<file path="src/rtl/if_id_buffer_pkg.sv">
// Shared fetch/decode definitions: datapath width, the bubble instruction and
// the fetch packet layout that both stages agree on.
package if_id_buffer_pkg;

    localparam int IF_ID_XLEN = 32;
    localparam logic [IF_ID_XLEN-1:0] IF_ID_NOP = 32'h0000_0013;

    typedef struct packed {
        logic [IF_ID_XLEN-1:0] instr;
        logic [IF_ID_XLEN-1:0] pc;
        logic [IF_ID_XLEN-1:0] pcp4;
    } fetch_pkt_t;

endpackage

</file>
<file path="src/rtl/if_id_storage.sv">
// Entry array for the IF/ID queue: one synchronous write port, one
// combinational read port so the head is visible the cycle after it lands.
module if_id_storage #(
    parameter int WIDTH = 96,
    parameter int DEPTH = 4,
    parameter int AW    = $clog2(DEPTH)
) (
    input  logic             clk,
    input  logic             we,
    input  logic [AW-1:0]    waddr,
    input  logic [WIDTH-1:0] wdata,
    input  logic [AW-1:0]    raddr,
    output logic [WIDTH-1:0] rdata
);

    logic [WIDTH-1:0] mem_reg [DEPTH];

    // Contents are don't-care after reset, so entries carry no reset.
    for (genvar gi = 0; gi < DEPTH; gi++) begin : g_entry
        always_ff @(posedge clk) begin
            if (we && (waddr == AW'(gi))) begin
                mem_reg[gi] <= wdata;
            end
        end
    end

    assign rdata = mem_reg[raddr];

endmodule

</file>
<file path="src/rtl/if_id_buffer.sv">
// IF/ID decoupling queue: captures fetch words, hands them to decode with
// valid/ready, throttles fetch so nothing in flight is lost, flushes on jump.
module if_id_buffer
    import if_id_buffer_pkg::*;
#(
    parameter int               XLEN      = IF_ID_XLEN,
    parameter int               DEPTH     = 4,
    parameter logic [XLEN-1:0]  NOP_INSTR = IF_ID_NOP
) (
    input  logic                       clk,
    input  logic                       rst,
    input  logic                       in_valid,
    input  logic [XLEN-1:0]            in_instr,
    input  logic [XLEN-1:0]            in_pc,
    input  logic [XLEN-1:0]            in_pcp4,
    input  logic                       flush,
    output logic                       fetch_en,
    output logic                       out_valid,
    input  logic                       out_ready,
    output logic [XLEN-1:0]            out_instr,
    output logic [XLEN-1:0]            out_pc,
    output logic [XLEN-1:0]            out_pcp4,
    output logic [$clog2(DEPTH+1)-1:0] count,
    output logic                       ovf
);

    localparam int PW = $clog2(DEPTH);
    localparam int CW = $clog2(DEPTH+1);
    localparam logic [CW-1:0] FULL_CNT = CW'(DEPTH);
    localparam logic [CW:0]   FE_LIMIT = (CW+1)'(DEPTH - 1);

    logic [PW-1:0]     wr_ptr_reg, rd_ptr_reg;
    logic [CW-1:0]     count_reg;
    logic              fetch_en_reg, ovf_reg;
    logic              push, pop, drop, full;
    logic [CW:0]       occ_next, fe_sum;
    logic [3*XLEN-1:0] wr_data, rd_data;

    assign full = (count_reg == FULL_CNT);
    assign out_valid = (count_reg != '0);
    assign pop  = out_valid & out_ready & ~flush;
    // A full queue still accepts a word when the head leaves in the same cycle.
    assign push = in_valid & ~flush & (~full | pop);
    assign drop = in_valid & ~flush & full & ~pop;

    assign occ_next = flush ? '0
                    : {1'b0, count_reg} + (CW+1)'(push) - (CW+1)'(pop);
    // Reserve a slot for the word requested now, which arrives next cycle.
    assign fe_sum = occ_next + (CW+1)'(fetch_en_reg);

    always_ff @(posedge clk or negedge rst) begin
        if (!rst) begin
            wr_ptr_reg   <= '0;
            rd_ptr_reg   <= '0;
            count_reg    <= '0;
            fetch_en_reg <= 1'b1;
            ovf_reg      <= 1'b0;
        end else begin
            count_reg    <= occ_next[CW-1:0];
            fetch_en_reg <= (fe_sum <= FE_LIMIT);
            if (push) begin
                wr_ptr_reg <= wr_ptr_reg + PW'(1);
            end
            if (flush) begin
                rd_ptr_reg <= wr_ptr_reg;
            end else if (pop) begin
                rd_ptr_reg <= rd_ptr_reg + PW'(1);
            end
            if (drop) begin
                ovf_reg <= 1'b1;
            end
        end
    end

    assign wr_data = {in_instr, in_pc, in_pcp4};

    if_id_storage #(
        .WIDTH (3*XLEN),
        .DEPTH (DEPTH),
        .AW    (PW)
    ) u_storage (
        .clk   (clk),
        .we    (push),
        .waddr (wr_ptr_reg),
        .wdata (wr_data),
        .raddr (rd_ptr_reg),
        .rdata (rd_data)
    );

    always_comb begin
        out_instr = NOP_INSTR;
        out_pc    = '0;
        out_pcp4  = '0;
        if (out_valid) begin
            out_instr = rd_data[3*XLEN-1:2*XLEN];
            out_pc    = rd_data[2*XLEN-1:XLEN];
            out_pcp4  = rd_data[XLEN-1:0];
        end
    end

    assign fetch_en = fetch_en_reg;
    assign count    = count_reg;
    assign ovf      = ovf_reg;

endmodule

</file>
<file path="config.mk">
export PLATFORM = sky130hd
export DESIGN_NAME = if_id_buffer
export DESIGN_NICKNAME = d
export VERILOG_FILES = /design/src/rtl/if_id_buffer_pkg.sv /design/src/rtl/if_id_storage.sv /design/src/rtl/if_id_buffer.sv
export SDC_FILE = /design/constraint.sdc
export NUM_CORES = 1
export LEC_CHECK = 0
export ABC_CLOCK_PERIOD_IN_PS = 8400
export CORE_UTILIZATION = 59
export CTS_CLUSTER_SIZE = 10
export DETAILED_ROUTE_END_ITERATION = 8
export PLACE_DENSITY = 0.95
export SLEW_MARGIN = 0
export SYNTH_ARGS = -nofsm -noshare
export SYNTH_HDL_FRONTEND = slang
export SYNTH_SLANG_ARGS = --single-unit
</file>
<file path="constraint.sdc">
create_clock -name clk -period 8.4 [get_ports clk]
set_input_delay 0.84 -clock clk [delete_from_list [all_inputs] [get_ports clk]]
set_output_delay 0.84 -clock clk [all_outputs]
set_load 0.01 [all_outputs]
</file>
==> run metrics <==
status finished clean; Tmin final 4.73 ns; PostCTS Resize Cnt 0; critical-path cell list buf_4, mux4_2, or2_1, clkdlybuf4s50_1; IO buf count 202; RSZ-0062 raised after global routing false; Setup CP Type reg2out; wire per inst 24.6 microns; vias in the first global route 7,925; largest net degree at the start of global routing 71; Die Height 162 microns; DRC viols 0; Worst Max-Slew Pin Slew 1.07 ns; WP data required 7.56 ns; Max IR drop VDD 0.000282 V; Final Hold Fails 0; drt initial violations 520; synthesized area per cell 22.5 sq um; Synth area leader edfxtp_1; CTS Buffer Depth 3; final worst slack 3.67 ns; synthesized instance count 668; share of layout cells above drive strength 1 18.2%; Most used DFF post-synth edfxtp_1; GR Overflow Total 0; cell area after synthesis 15,100 sq um; Final nets 1,001; fin. max-slew vios 0; Ys Warns 0; global-route total usage across every layer 23.9%; crit-path max cell delay 1.08 ns; vias 7,293; ranking of synthesized cells by area edfxtp_1, mux4_2, and2_1; routed wire length 30.3 mm; Cell Pwr Density 328 nW/um^2; Yosys cell types 32; critical path startpoint category flop; critical path peak fanout 50; # rows 58; EDFF count, synth 384; CTS tree built; final setup fails 0; Num CTS Buffers 45; Power, Total 6.09 mW; clock-pin slew on the worst setup and hold paths 0.05 ns; Seq/Total Area, Yosys 78.1%; routed vias/inst 5.91; Post-CTS Setup Inserts 0; core box area 25,100 sq um; GP Congestion 0.737; most common cell in the netlist edfxtp_1; synthesis-to-layout area growth 23.3%; crit-path leading delay family buffers and inverters; Hold Crit Class reg2reg; drt first pass iters 5; Root Driver clkbuf_16; hold buffer count at cts 0; global-route wire length before repair 45.9 mm; Sink Count 393; htree depth 2; initial antenna violation count 2; die width 162 microns; Setup TNS 0 ns; Cells after DPL 1,174; top cells by count, synth edfxtp_1, and2_1, mux4_2, clkbuf_1, buf_2; Async S/R FF share, synth 2.29%; Worst EP arrival 3.89 ns; I/O pin cnt 203; final cell count without fillers 1,233; worst-case clock skew 0.0131 ns; HPWL after DPL 17.5 mm; max-cap viol count 0; worst path bufs/invs 2; die area 26,200 sq um; Routed Antenna Nets 0; post-place setup slack 4.10 ns; Worst path slowest cell dfrtp_4; maximum clock rate 212 MHz; Pleak 6.00 nW; Relative slew margins 28.5%; synthesis-stage register bit count 393; top cell type's share of synthesized area 76.6%; Tcrit/Tclk final 56.3%; clock latency on the worst-skew pair 0.53 ns; Worst setup EP type output port; Initial Util 60.0%; max reg flops 384; Syn Nets 778
area by class of cell:
class                           instances  area [sq um]
Inverter                                9          33.8
Fill cell                            1411          6540
Sequential cell                       393         11800
Timing Repair Buffer                  209          2070
Antenna cell                            2          5.00
Clock inverter                          4          28.8
Clock buffer                           53          1160
Tap cell                              330           413
Multi-Input combinational cell        233          3100
per-stage QoR:
stage / util (%) / area, sq um / hold slack (ns)
after global routing: 74.0 / 18600 / 0.488
after CTS: 73.9 / 18600 / 0.482
after detailed placement: 69.2 / 17400 / 0.469
after global placement: 69.2 / 17400 / 0.451
after floorplan: - / 15100 / 0.505
final: 74.0 / 18600 / 0.476
path summary, 6_finish.rpt:
| check | startpoint | end | slack, ns | depth (start not counted) |
|---|---|---|---|---|
| min in group asynchronous | rst | ovf$_DFFE_PN0P_ | 0.63 | 1 |
| min reg2reg | ovf$_DFFE_PN0P_ | ovf$_DFFE_PN0P_ | 0.48 | 1 |
| min | ovf$_DFFE_PN0P_ | ovf$_DFFE_PN0P_ | 0.48 | 1 |
| max | rd_ptr_reg[0]$_DFFE_PN0P_ | out_instr[4] | 3.67 | 4 |
| max in group asynchronous | rst | rd_ptr_reg[0]$_DFFE_PN0P_ | 7.42 | 1 |
| max reg2reg | count[2]$_DFF_PN0_ | fetch_en$_DFF_PN1_ | 4.41 | 12 |
routing by layer:
metal	GRT usage [%]	wire [microns]	vias up
li1	-	-	3150
met1	30.0	11200	3774
met2	41.0	16100	311
met3	5.75	2370	58
met4	8.40	671	0
met5	0	0	-
power by group:
part           switching, mW  total, mW  internal, mW
registers              0.154       2.54          2.39
logic                  0.842       1.91          1.07
clock network          0.678       1.64         0.957
cell families after synthesis:
group                      share of synthesized area, %
AOI/OAI and AO/OA                                 0.282
xor gates and xnor gates                          0.233
adders and majority gates                         0.798
buffers and inverters                              1.43
DFF                                                78.1
muxes                                              14.4
and+or+nand+nor                                    4.75
layout by cell type (no fill, tap or decap), types with 2 or more instances in the layout:
| cell | netlist | routed |
|---|---|---|
| a21oi_1 | 2 | 2 |
| and2_1 | 97 | 93 |
| and2_4 | 0 | 4 |
| and3_1 | 2 | 2 |
| buf_4 | 1 | 7 |
| clkbuf_1 | 16 | 8 |
| clkbuf_16 | 0 | 45 |
| clkdlybuf4s50_1 | 0 | 202 |
| dfrtp_1 | 8 | 6 |
| dfrtp_4 | 0 | 2 |
| diode_2 | 0 | 2 |
| edfxtp_1 | 384 | 384 |
| ha_1 | 8 | 8 |
| inv_1 | 8 | 7 |
| inv_2 | 1 | 2 |
| inv_6 | 0 | 2 |
| mux4_2 | 96 | 96 |
| nand2_1 | 3 | 3 |
| nand3_1 | 2 | 2 |
| nor2_1 | 2 | 2 |
| nor2b_1 | 2 | 2 |
| o21ai_0 | 3 | 3 |
| or2_1 | 3 | 3 |
| xnor2_1 | 2 | 2 |
| xor2_1 | 2 | 2 |
Note: power is estimated with default switching activity, not from simulation.
